[src/rtl/coin_accumulator.sv]
// coin_accumulator: running credit register fed by coin insertions and
// vend-controller deductions, with overflow/reject signalling toward the
// amount representation stage.
// Optional feature macro: COIN_SATURATE_EN (an overflowing coin clamps the
// credit at MAX_AMOUNT instead of being returned).
module coin_accumulator #(
    parameter int unsigned WIDTH      = 5,
    parameter int unsigned MAX_AMOUNT = 31
) (
    input  logic             clk,
    input  logic             rst_n,
    input  logic             coin_valid,
    input  logic [1:0]       coin_sel,
    output logic             coin_ready,
    input  logic             clear,
    input  logic             deduct_valid,
    input  logic [WIDTH-1:0] deduct_amount,
    output logic             deduct_done,
    output logic             deduct_err,
    output logic [WIDTH-1:0] amount,
    output logic             overflow,
    output logic             coin_reject,
    output logic [1:0]       state
);

    localparam int unsigned SUM_W = WIDTH + 1;
    localparam logic [WIDTH-1:0] MAX_VAL = WIDTH'(MAX_AMOUNT);
    localparam logic [SUM_W-1:0] MAX_SUM = SUM_W'(MAX_AMOUNT);

    typedef enum logic [1:0] {
        ST_IDLE   = 2'b00,
        ST_CREDIT = 2'b01,
        ST_FULL   = 2'b10
    } state_t;

    state_t           state_q;
    state_t           state_d;
    logic [WIDTH-1:0] amount_d;
    logic [SUM_W-1:0] coin_value;
    logic [SUM_W-1:0] sum;
    logic             done_d;
    logic             err_d;
    logic             overflow_d;
    logic             reject_d;

    assign state = state_q;

    // A coin may only be taken when no higher-priority request is present and credit is not full
    assign coin_ready = !clear && !deduct_valid && (state_q != ST_FULL);

    // Decode the coin denomination in NIS
    always_comb begin
        coin_value = SUM_W'(1);
        case (coin_sel)
            2'b00:   coin_value = SUM_W'(1);
            2'b01:   coin_value = SUM_W'(2);
            2'b10:   coin_value = SUM_W'(5);
            default: coin_value = SUM_W'(10);
        endcase
    end

    // One bit wider than the register so an overflowing coin is detectable
    assign sum = SUM_W'(amount) + coin_value;

    // Next credit and event pulses: clear beats deduct beats coin
    always_comb begin
        amount_d   = amount;
        done_d     = 1'b0;
        err_d      = 1'b0;
        overflow_d = 1'b0;
        reject_d   = 1'b0;
        if (clear) begin
            amount_d = '0;
        end else if (deduct_valid) begin
            if (deduct_amount <= amount) begin
                amount_d = amount - deduct_amount;
                done_d   = 1'b1;
            end else begin
                err_d = 1'b1;
            end
        end else if (coin_valid && coin_ready) begin
            if (sum <= MAX_SUM) begin
                amount_d = sum[WIDTH-1:0];
            end else begin
                overflow_d = 1'b1;
`ifdef COIN_SATURATE_EN
                amount_d = MAX_VAL;
`else
                reject_d = 1'b1;
`endif
            end
        end
    end

    // State classification of the credit that will be stored on this edge
    always_comb begin
        state_d = ST_CREDIT;
        if (amount_d == '0) begin
            state_d = ST_IDLE;
        end else if (amount_d == MAX_VAL) begin
            state_d = ST_FULL;
        end
    end

    // Credit, state and one-cycle pulse registers
    always_ff @(posedge clk or negedge rst_n) begin
        if (!rst_n) begin
            amount      <= '0;
            state_q     <= ST_IDLE;
            deduct_done <= 1'b0;
            deduct_err  <= 1'b0;
            overflow    <= 1'b0;
            coin_reject <= 1'b0;
        end else begin
            amount      <= amount_d;
            state_q     <= state_d;
            deduct_done <= done_d;
            deduct_err  <= err_d;
            overflow    <= overflow_d;
            coin_reject <= reject_d;
        end
    end

endmodule

[config.mk]
export PLATFORM = sky130hd
export DESIGN_NAME = coin_accumulator
export DESIGN_NICKNAME = d
export VERILOG_FILES = /design/src/rtl/coin_accumulator.sv
export SDC_FILE = /design/constraint.sdc
export NUM_CORES = 1
export LEC_CHECK = 0
export CORE_MARGIN = 4
export CORE_UTILIZATION = 45
export DETAILED_ROUTE_END_ITERATION = 16
export GPL_ROUTABILITY_DRIVEN = 0
export PLACE_DENSITY = 0.79
export SYNTH_ARGS = -nofsm -noshare
export SYNTH_HDL_FRONTEND = slang
export SYNTH_SLANG_ARGS = --single-unit
[constraint.sdc]
create_clock -name clk -period 3.95 [get_ports clk]
set_clock_uncertainty 0.15 [all_clocks]
set_input_delay 0.79 -clock clk [delete_from_list [all_inputs] [get_ports clk]]
set_output_delay 0.79 -clock clk [all_outputs]
set_load 0.02 [all_outputs]
==> run_summary.xml <==
<?xml version="1.0" encoding="UTF-8"?>
<metrics>
  <group name="die">
    <metric name="top_level_ports" unit="">24</metric>
    <metric name="num_rows" unit="">16</metric>
    <metric name="die_h" unit="µm">55.0</metric>
    <metric name="die-area" unit="µm²">3030</metric>
    <metric name="initial_util" unit="%">49.2</metric>
    <metric name="core" unit="µm²">2020</metric>
    <metric name="chipWidth" unit="µm">55.0</metric>
  </group>
  <group name="synthesis">
    <metric name="synthDominantAreaCellType" unit="">dfrtp_1</metric>
    <metric name="synth-seq-cells" unit="">10</metric>
    <metric name="netlist-cell-type-count" unit="">45</metric>
    <metric name="post_synthesis_async_set_or_reset_flop_share" unit="%">100</metric>
    <metric name="number_of_enable_flip_flop_cells_after_synthesis" unit="">0</metric>
    <metric name="synth.cell_area" unit="µm²">995</metric>
    <metric name="yosysTopAreaCellShare" unit="%">25.2</metric>
    <metric name="synth.avg_cell_area" unit="µm²">8.50</metric>
    <metric name="netlist_instances" unit="">117</metric>
    <metric name="netlist_top_cells_area" unit="">dfrtp_1 (25%), ha_1 (11%), inv_1 (5.3%)</metric>
    <metric name="yosys_warnings" unit="">0</metric>
    <metric name="ys_dominant_reg_cell" unit="">dfrtp_1</metric>
    <metric name="synth_sequential_area_ratio" unit="%">25.2</metric>
    <metric name="postSynthNetCount" unit="">140</metric>
  </group>
  <group name="sta">
    <metric name="timing.fmax" unit="MHz">288</metric>
    <metric name="timing.max_slew.rel_slack" unit="%">69.7</metric>
    <metric name="slew_viol_final" unit="">0</metric>
    <metric name="finalWorstPathRequiredPeriod" unit="ps">3470</metric>
    <metric name="final_hold_viol_count" unit="">0</metric>
    <metric name="tns" unit="ps">0</metric>
    <metric name="tightest_slew" unit="ps">452</metric>
    <metric name="layout_worst_path_cycle_share" unit="%">88.0</metric>
    <metric name="setup_repair_after_global_routing_missed_its_margin" unit="">false</metric>
    <metric name="setup-violations-final" unit="">0</metric>
  </group>
  <group name="cts">
    <metric name="cts_tree" unit="">built</metric>
    <metric name="ctsResizeCount" unit="">0</metric>
    <metric name="cts_setup_buffers" unit="">0</metric>
    <metric name="clockBufferDepth" unit="">2</metric>
    <metric name="clock_sinks" unit="">10</metric>
    <metric name="postCtsHoldBufs" unit="">0</metric>
    <metric name="cts_buffers" unit="">3</metric>
    <metric name="cts_root_buffer" unit="">clkbuf_4</metric>
    <metric name="clock_insertion_delay_worst_skew" unit="ps">260</metric>
    <metric name="cts_htree_levels" unit="">1</metric>
    <metric name="clk_transition_reported_paths" unit="ps">60</metric>
  </group>
  <group name="grt">
    <metric name="largest_net_degree_at_the_start_of_global_routing" unit="">14</metric>
    <metric name="grt_pass1_wl" unit="µm">4060</metric>
    <metric name="initial_antenna_violation_count" unit="">0</metric>
    <metric name="grt_pass1_vias" unit="">971</metric>
    <metric name="total_routing_usage_reported_by_global_routing" unit="%">18.9</metric>
    <metric name="global_route.overflow_total" unit="">0</metric>
  </group>
  <group name="route">
    <metric name="drt.antenna.violating_nets" unit="">0</metric>
    <metric name="drtPass1Iterations" unit="">4</metric>
    <metric name="drt-wirelength-per-cell" unit="µm">15.4</metric>
    <metric name="route.final.wire_length" unit="µm">2570</metric>
    <metric name="drt_iter0_drc" unit="">19</metric>
    <metric name="via_count" unit="">1001</metric>
    <metric name="remaining_drc_errors" unit="">0</metric>
    <metric name="post_drt_via_cell_ratio" unit="">5.99</metric>
  </group>
  <group name="worst_setup_path">
    <metric name="worst_ep_required_time" unit="ps">3940</metric>
    <metric name="worst_path_dominant_cell_family" unit="">compound AO/OA/AOI/OAI gates</metric>
    <metric name="critical_path_type" unit="">input port to flop</metric>
    <metric name="levels_on_crit_path" unit="">10</metric>
    <metric name="cp_bufs_invs" unit="">1</metric>
    <metric name="slowest_delay" unit="ps">520</metric>
    <metric name="critical_path.max_fanout" unit="">5</metric>
    <metric name="slowest_stage" unit="">clkdlybuf4s50_1</metric>
    <metric name="critical_path_arrival" unit="ps">3460</metric>
    <metric name="reg2regPathDepth" unit="">8</metric>
    <metric name="crit_path_end_kind" unit="">flop</metric>
    <metric name="critical_path.startpoint_type" unit="">input port</metric>
    <metric name="cp_cell_sequence" unit="">clkdlybuf4s50_1 &gt; nor2b_1 &gt; ha_1 &gt; a211oi_1 &gt; o21bai_1 &gt; a21o_1 &gt; or3b_1 &gt; and4_4 &gt; nor4b_1 &gt; a31oi_1</metric>
  </group>
  <group name="status">
    <metric name="run_status" unit="">complete, no violations</metric>
  </group>
  <group name="min_path">
    <metric name="hold_path_class" unit="">flop to flop</metric>
    <metric name="min_delay_path_depth" unit="">2</metric>
  </group>
  <group name="power">
    <metric name="power-per-cell-area" unit="nW/µm²">302</metric>
    <metric name="power.ir.vdd_worst" unit="µV">220</metric>
    <metric name="finalPower" unit="W">0.000380</metric>
    <metric name="leakagePower" unit="nW">0.552</metric>
  </group>
  <group name="cells_and_area">
    <metric name="layout.core_utilization" unit="%">62.3</metric>
    <metric name="most-common-layout-cells" unit="">clkdlybuf4s50_1 (23), inv_1 (14), dfrtp_1 (10)</metric>
    <metric name="count_of_nets_after_finishing" unit="">165</metric>
    <metric name="antennaDiodeCount" unit="">0</metric>
    <metric name="layout.cells.most_common" unit="">clkdlybuf4s50_1</metric>
    <metric name="drive_gt1_share" unit="%">7.14</metric>
    <metric name="synthToLayoutAreaGrowth" unit="%">26.5</metric>
    <metric name="instances_no_fill" unit="">167</metric>
  </group>
  <group name="placement">
    <metric name="place.detailed.instances" unit="">164</metric>
    <metric name="io_buffers" unit="">23</metric>
    <metric name="dpl.hpwl" unit="µm">2080</metric>
  </group>
  <group name="flow_run">
    <metric name="max_cap_viol_count" unit="">0</metric>
  </group>
</metrics>
==> per-layer routing <==
layer / global-route usage [%] / vias to the layer above / share of wire, %
met3: 3.49 / 11 / 6.0
met2: 31.7 / 36 / 49
met1: 22.9 / 468 / 42
met5: 0 / - / 0
met4: 9.72 / 0 / 2.8
li1: - / 486 / -
==> stage by stage <==
stage | area, µm² | worst slack [ps] | hold WS (ps)
after detailed placement | 1240 | 237 | 526
after CTS | 1260 | 506 | 539
final | 1260 | 476 | 546
after floorplan | 995 | 1020 | 344
after global routing | 1260 | 333 | 573
after global placement | 1240 | 450 | 519
==> sequential cells by signal, summed over array words and instances, names as in the netlist <==
signal / count
state: 2
amount: 5
coin_reject: 1
deduct_done: 1
deduct_err: 1
==> cell usage after synthesis (all sizes together), types with 2 or more instances <==
| cell | count |
|---|---|
| nand2 | 5 |
| o21bai | 2 |
| a21oi | 5 |
| ha | 9 |
| clkbuf | 2 |
| nor2b | 5 |
| a31oi | 3 |
| dfrtp | 10 |
| o21ai | 8 |
| a211oi | 3 |
| nor3 | 6 |
| inv | 14 |
| fa | 2 |
| buf | 3 |
| nor2 | 8 |
| o41ai | 2 |
| xnor2 | 2 |
| and4 | 2 |
| a21o | 3 |
| and3 | 2 |
==> tightest hold or removal path, delay by kind of cell (launching register included) <==
family | cells | cell delay, ps
AO/OA/AOI/OAI | 2 | 200
flip-flops | 1 | 450
==> layout make-up <==
cell class | instances | area [µm²]
clock buffer | 3 | 22.5
fill | 180 | 763
inverter | 14 | 52.6
multi-input combinational | 88 | 654
sequential | 10 | 250
tap | 27 | 33.8
timing repair buffer | 25 | 245
==> where the power goes <==
part / leakage [nW] / internal (W) / switching (W)
combinational: 0.406 / 0.0000853 / 0.000100
clock: 0.0138 / 0.0000350 / 0.0000311
sequential: 0.131 / 0.000113 / 0.0000155
total: 0.552 / 0.000233 / 0.000147
==> logic make-up after synthesis <==
family,Yosys count,synth area share [%]
flip-flops,10,25.2
adder cells (fa/ha/maj),11,15.3
buffers and inverters,19,9.06
AND/OR/NAND/NOR,38,22.1
XOR/XNOR,2,1.76
AO/OA/AOI/OAI,37,26.5
==> path summary, 6_finish.rpt <==
check                                    start                    end  slack [ps]
hold / removal             amount[3]$_DFF_PN0_    amount[3]$_DFF_PN0_         550
setup / recovery                   coin_sel[0]     state[0]$_DFF_PN0_         480
max in group asynchronous                rst_n  deduct_done$_DFF_PN0_        2640
hold reg to reg            amount[3]$_DFF_PN0_    amount[3]$_DFF_PN0_         550
setup reg to reg           amount[1]$_DFF_PN0_     state[0]$_DFF_PN0_        1030
min in group asynchronous                rst_n     state[1]$_DFF_PN0_         690
Power figures use the tool's default switching activity.
